**config.mk**
```make
export PLATFORM = sky130hd
export DESIGN_NAME = ex_muldiv_seq
export DESIGN_NICKNAME = d
export VERILOG_FILES = /design/src/rtl/ex_muldiv_seq.sv
export SDC_FILE = /design/constraint.sdc
export NUM_CORES = 1
export LEC_CHECK = 0
export BUFFER_PORTS_ARGS = -buffer_cell sky130_fd_sc_hd__buf_2
export CAP_MARGIN = 10
export CORE_ASPECT_RATIO = 0.5
export CORE_MARGIN = 2
export CORE_UTILIZATION = 45
export CTS_BUF_LIST = sky130_fd_sc_hd__clkbuf_4 sky130_fd_sc_hd__clkbuf_8
export CTS_CLUSTER_DIAMETER = 80
export CTS_CLUSTER_SIZE = 25
export DETAILED_ROUTE_END_ITERATION = 16
export PLACE_DENSITY = 0.7
export SKIP_CTS_REPAIR_TIMING = 1
export SYNTH_ARGS = -nofsm -noshare
export SYNTH_HDL_FRONTEND = slang
export SYNTH_SLANG_ARGS = --single-unit
```
**constraint.sdc**
```tcl
create_clock -name clk -period 6 [get_ports clk]
set_input_delay 0.6 -clock clk [delete_from_list [all_inputs] [get_ports clk]]
set_output_delay 0.6 -clock clk [all_outputs]
set_load 0.1 [all_outputs]
```
**src/rtl/ex_muldiv_seq.sv**
```systemverilog
// rtl/ex_muldiv_seq.sv - iterative RV32M multiply/divide sequencer for the EX stage
// Optional feature macro: DIV_ZERO_EARLY_EN (divide-by-zero completes one cycle after start).
module ex_muldiv_seq #(
  parameter int DATA_W = 32
) (
  input  logic              clk,
  input  logic              rst,
  input  logic              start,
  input  logic [2:0]        op,
  input  logic [DATA_W-1:0] src1,
  input  logic [DATA_W-1:0] src2,
  input  logic              flush,
  input  logic              d_stall,
  output logic              busy,
  output logic              done,
  output logic [DATA_W-1:0] result
);

  typedef enum logic [1:0] {IDLE, CALC, FIX, DONE} state_t;

  state_t              state, state_nx;
  logic [2:0]          op_q;
  logic                neg_res, neg_rem, div_zero;
  logic [DATA_W-1:0]   opnd;
  logic [2*DATA_W-1:0] acc;
  logic [4:0]          count;
  logic [DATA_W-1:0]   result_q;

  logic                s1_signed, s2_signed, neg1, neg2, zero_in, start_ok, early;
  logic [DATA_W-1:0]   abs1, abs2;
  logic [DATA_W:0]     mul_sum, div_trial;
  logic [DATA_W-1:0]   div_diff;
  logic                div_ge;
  logic [2*DATA_W-1:0] mul_next, div_next, acc_next, prod_s;
  logic [DATA_W-1:0]   quot_s, rem_s, fix_val;

  // Absolute values are taken only where op treats the operand as signed.
  always_comb begin
    s1_signed = (op == 3'b001) | (op == 3'b010) | (op == 3'b100) | (op == 3'b110);
    s2_signed = (op == 3'b001) | (op == 3'b100) | (op == 3'b110);
    neg1      = s1_signed & src1[DATA_W-1];
    neg2      = s2_signed & src2[DATA_W-1];
    abs1      = neg1 ? -src1 : src1;
    abs2      = neg2 ? -src2 : src2;
    zero_in   = (src2 == '0);
    start_ok  = start & ~flush;
`ifdef DIV_ZERO_EARLY_EN
    early     = op[2] & zero_in;
`else
    early     = 1'b0;
`endif
  end

  // Multiply keeps the multiplier in acc low half and shifts right; divide shifts {rem,quot} left.
  always_comb begin
    mul_sum   = {1'b0, acc[2*DATA_W-1:DATA_W]} + (acc[0] ? {1'b0, opnd} : '0);
    mul_next  = {mul_sum, acc[DATA_W-1:1]};
    div_trial = acc[2*DATA_W-1:DATA_W-1];
    div_ge    = div_trial >= {1'b0, opnd};
    div_diff  = div_trial[DATA_W-1:0] - opnd;
    div_next  = {(div_ge ? div_diff : div_trial[DATA_W-1:0]), acc[DATA_W-2:0], div_ge};
    acc_next  = op_q[2] ? div_next : mul_next;
  end

  always_comb begin
    prod_s  = neg_res ? -acc : acc;
    quot_s  = div_zero ? '1 : (neg_res ? -acc[DATA_W-1:0] : acc[DATA_W-1:0]);
    rem_s   = neg_rem ? -acc[2*DATA_W-1:DATA_W] : acc[2*DATA_W-1:DATA_W];
    fix_val = '0;
    if (op_q[2])
      fix_val = op_q[1] ? rem_s : quot_s;
    else
      fix_val = (op_q[1:0] == 2'b00) ? prod_s[DATA_W-1:0] : prod_s[2*DATA_W-1:DATA_W];
  end

  always_ff @(posedge clk or posedge rst) begin
    if (rst) state <= IDLE;
    else     state <= state_nx;
  end

  always_comb begin
    state_nx = state;
    case (state)
      IDLE:    if (start_ok) state_nx = early ? DONE : CALC;
      CALC:    if (count == 5'd31) state_nx = FIX;
      FIX:     state_nx = DONE;
      DONE:    if (!d_stall) state_nx = IDLE;
      default: state_nx = IDLE;
    endcase
    if (flush) state_nx = IDLE;
  end

  always_ff @(posedge clk or posedge rst) begin
    if (rst) begin
      op_q     <= '0;
      neg_res  <= 1'b0;
      neg_rem  <= 1'b0;
      div_zero <= 1'b0;
      opnd     <= '0;
      acc      <= '0;
      count    <= '0;
      result_q <= '0;
    end else begin
      case (state)
        IDLE: if (start_ok) begin
          op_q     <= op;
          neg_res  <= neg1 ^ neg2;
          neg_rem  <= neg1;
          div_zero <= zero_in;
          opnd     <= op[2] ? abs2 : abs1;
          acc      <= {{DATA_W{1'b0}}, (op[2] ? abs1 : abs2)};
          count    <= '0;
`ifdef DIV_ZERO_EARLY_EN
          if (early) result_q <= op[1] ? src1 : '1;
`endif
        end
        CALC: if (!flush) begin
          acc <= acc_next;
          if (count != 5'd31) count <= count + 5'd1;
        end
        FIX: if (!flush) result_q <= fix_val;
        default: ;
      endcase
    end
  end

  assign busy   = ~rst & (((state == IDLE) & start_ok) | (state == CALC) | (state == FIX));
  assign done   = (state == DONE);
  assign result = result_q;

endmodule

```
==> results.md <==
- WL/cell: 22.52 um
- Syn_nets: around 2000
- Initial antenna violation count: 2
- CTS tree: built
- Worst hold slack: a little under 0.3 ns
- Post-synthesis adder-cell area fraction: 6.686%
- Initial core utilization: 45.64%
- Top_reg_cell synth: dfrtp_1
- Root Buffer: clkbuf_8
- Dpl cell area: about 15000 um2
- Skew-Pair Late Insertion Delay: 0.50 ns
- GPL Wtd Cong: 1.036
- Layout Cells excl Fill: 2359
- Gate count of the mapped netlist: 1894
- Row count: between 40 and 50
- Ys async rst share: 100.0%
- Synth Area in XOR/XNOR: around 12%
- Setup CP Type: flip-flop to flip-flop
- Die X: 257.4 um
- Clock-pin slew on the worst setup and hold paths: 0.11 ns
- CTS Buf Count: 17
- Layout cell share with drive strength beyond 1: 12.09%
- Area Overhead vs Synth: 8.539%
- WL final: 53130 um
- Compound-Gate Fraction of Synth Area: between 20% and 30%
- Total gr overflow: 0
- Outcome: completed
- DR vias: 14960
- Reg2reg start: acc[45]
- Tot GR Track Use: between 30% and 40%
- Hold WC Path Type: input pin to asynchronous set/reset pin
- Worst Max-Slew Pin Slew: 1.200 ns
- Fin. Hold Viols: 0
- Synth unique cells: 71
- Largest net degree at the start of global routing: 99
- Post-synthesis sequential area ratio: 24.42%
- Vias in the first global route: between 10000 and 15000
- WP data arrival: 4.80 ns
- Full die area: 33640 um2
- Max Freq: 224.6 MHz
- Slew headroom: 17.95%
- Data required, critical path: about 6.3 ns
- Filler cells: 3154
- Syn Std Cell Area: between 10000 and 15000 um2
- Core area: ~32000 um2
- DPL Wire Length: 40400 um
- RSZ-0062 raised after global routing: false
- Largest family of logic cells by synthesized area: compound AO/OA/AOI/OAI gates
- DR vias/cell: 6.343
- Final Cell Area: 15680 um2
- Skew final: 0.02170 ns
- Storage element area: approximately 3500 um2
- First-pass GRT wire length: 79500 um
- R2R Path End: acc[0]
- Cells after DPL: 2327
- Worst r2r path cells: 11
- Crit path capture type: flip-flop
- Multi-input logic area: ~10000 um2
- Final Cycle Share: 74.20%
- Drt pass-1 iters: 8
- Reg2reg setup slack: ~1.5 ns
- Port bufs: 105
- #FFs+latches synth: roughly 140
- Fin nets: 2062
- # clock sinks: 141
- Post-route ant nets: 0
- Setup crit start kind: flip-flop
- Final setup violation count: 0
- # DRC: 0
- Post-synth EDFFs: 0
- Yosys warns: 0
- Bufs on Longest Clock Path: 2
- Final Slew Violations: 0
- Minimum clock period: about 4.5 ns
- Antenna diodes: 0
- Top Ports: 106
- Mux share of post-synthesis cell area: 5.569%
- Crit path max fanout: 22
- Setup TNS: 0 ns
- H-tree lvl count: 4
- # Max-Cap Violations: 0
- Synth Area in Simple Gates: between 10% and 20%
- Initial DRC count: 1812
- Die Height: 130.7 um
- Syn avg cell area: 7.628 um2
-- cell usage after synthesis, types with 12 or more instances --
master    number  area [um2]
or3_1         26       162.7
nor3_1        29       145.1
o21ai_0      176       880.8
nor2_1       182       683.2
nand2_1      201       754.5
dfrtp_1      141        3528
buf_1         12       45.04
or4_1         15       112.6
xor2_1       107       937.2
ha_1          74       925.9
a21oi_1      161       805.8
o41ai_1       21       183.9
clkbuf_1     107       401.6
a21o_1        28       210.2
mux2_2        43       484.2
nand4_1       18       112.6
o31ai_1       34       255.2
a31oi_1       15       93.84
or2_2         12       75.07
nand3_1       29       145.1
a221oi_1      19       166.4
a211oi_1      39       292.8
o221ai_1      24       210.2
mux2i_1       32       320.3
nor4_1        19       118.9
and2_1        12       75.07
xnor2_1       94       823.3
inv_1         71       266.5
-- metrics by stage --
stage / utilization [%] / worst slack (ns)
after floorplan: - / 1.619
after global placement: 48.06 / 2.025
after detailed placement: 48.06 / 1.817
after CTS: 49.54 / 1.770
after global routing: 49.54 / 1.265
final: 49.54 / 1.548
-- sequential cells by signal (all words and copies together) (netlist names) --
register,count
div_zero,1
op_q,3
state,2
neg_res,1
count,5
result,32
neg_rem,1
opnd,32
acc,64
-- layer usage --
metal	GRT usage, %	vias up	wire [um]
li1	-	6921	-
met1	43.41	7174	23320
met2	44.93	788	21810
met3	10.47	80	6482
met4	9.793	0	1504
met5	0	-	0
-- cell families after synthesis --
logic type / after synthesis
buffers and inverters: 198
AND/OR/NAND/NOR: 588
AO/OA/AOI/OAI: 615
flip-flops: 141
multiplexers: 75
adder cells (fa/ha/maj): 76
XOR/XNOR: 201
-- worst max-delay path, stage by stage (launching register included) --
cell and delay (ns):
dfrtp_1 0.62, ha_1 0.40, a21oi_1 0.28, o211ai_1 0.13, a21boi_0 0.23, nand3_1 0.28
a2111oi_0 1.11, nor2_4 0.31, buf_4 0.36, nand2_1 0.14, a21boi_0 0.29, o221ai_1 0.14
-- final cells by class --
| type | instances | area share, % |
|---|---|---|
| timing repair buffer | 127 | 4.404 |
| tap | 432 | 3.447 |
| multi-input combinational | 1555 | 64.88 |
| clock buffer | 18 | 1.540 |
| sequential | 141 | 22.52 |
| inverter | 72 | 1.755 |
| clock inverter | 14 | 1.452 |
-- layout by cell type, fill, tap and decap left out, types with 43 or more instances in the layout --
| master | netlist | routed |
|---|---|---|
| inv_1 | 71 | 70 |
| dfrtp_1 | 141 | 139 |
| ha_1 | 74 | 73 |
| o21ai_0 | 176 | 176 |
| nor2_1 | 182 | 181 |
| a21oi_1 | 161 | 161 |
| nand2_1 | 201 | 201 |
| xnor2_1 | 94 | 94 |
| mux2_2 | 43 | 43 |
| buf_2 | 6 | 105 |
| xor2_1 | 107 | 107 |
-- how the worst max path moves through the flow --
| stage | end | from | slack, ns |
|---|---|---|---|
| after global placement | acc[59] | acc[0] | 2.02 |
| after floorplan | acc[0] | rst | 1.62 |
| after detailed placement | acc[56] | acc[45] | 1.82 |
| final | acc[0] | acc[45] | 1.55 |
| after global routing | acc[56] | acc[45] | 1.27 |
| after CTS | acc[56] | acc[45] | 1.77 |
Power is left out: the tool's default activity adds up to more than one toggle a clock period on the data nets, which glitch-free logic cannot reach.
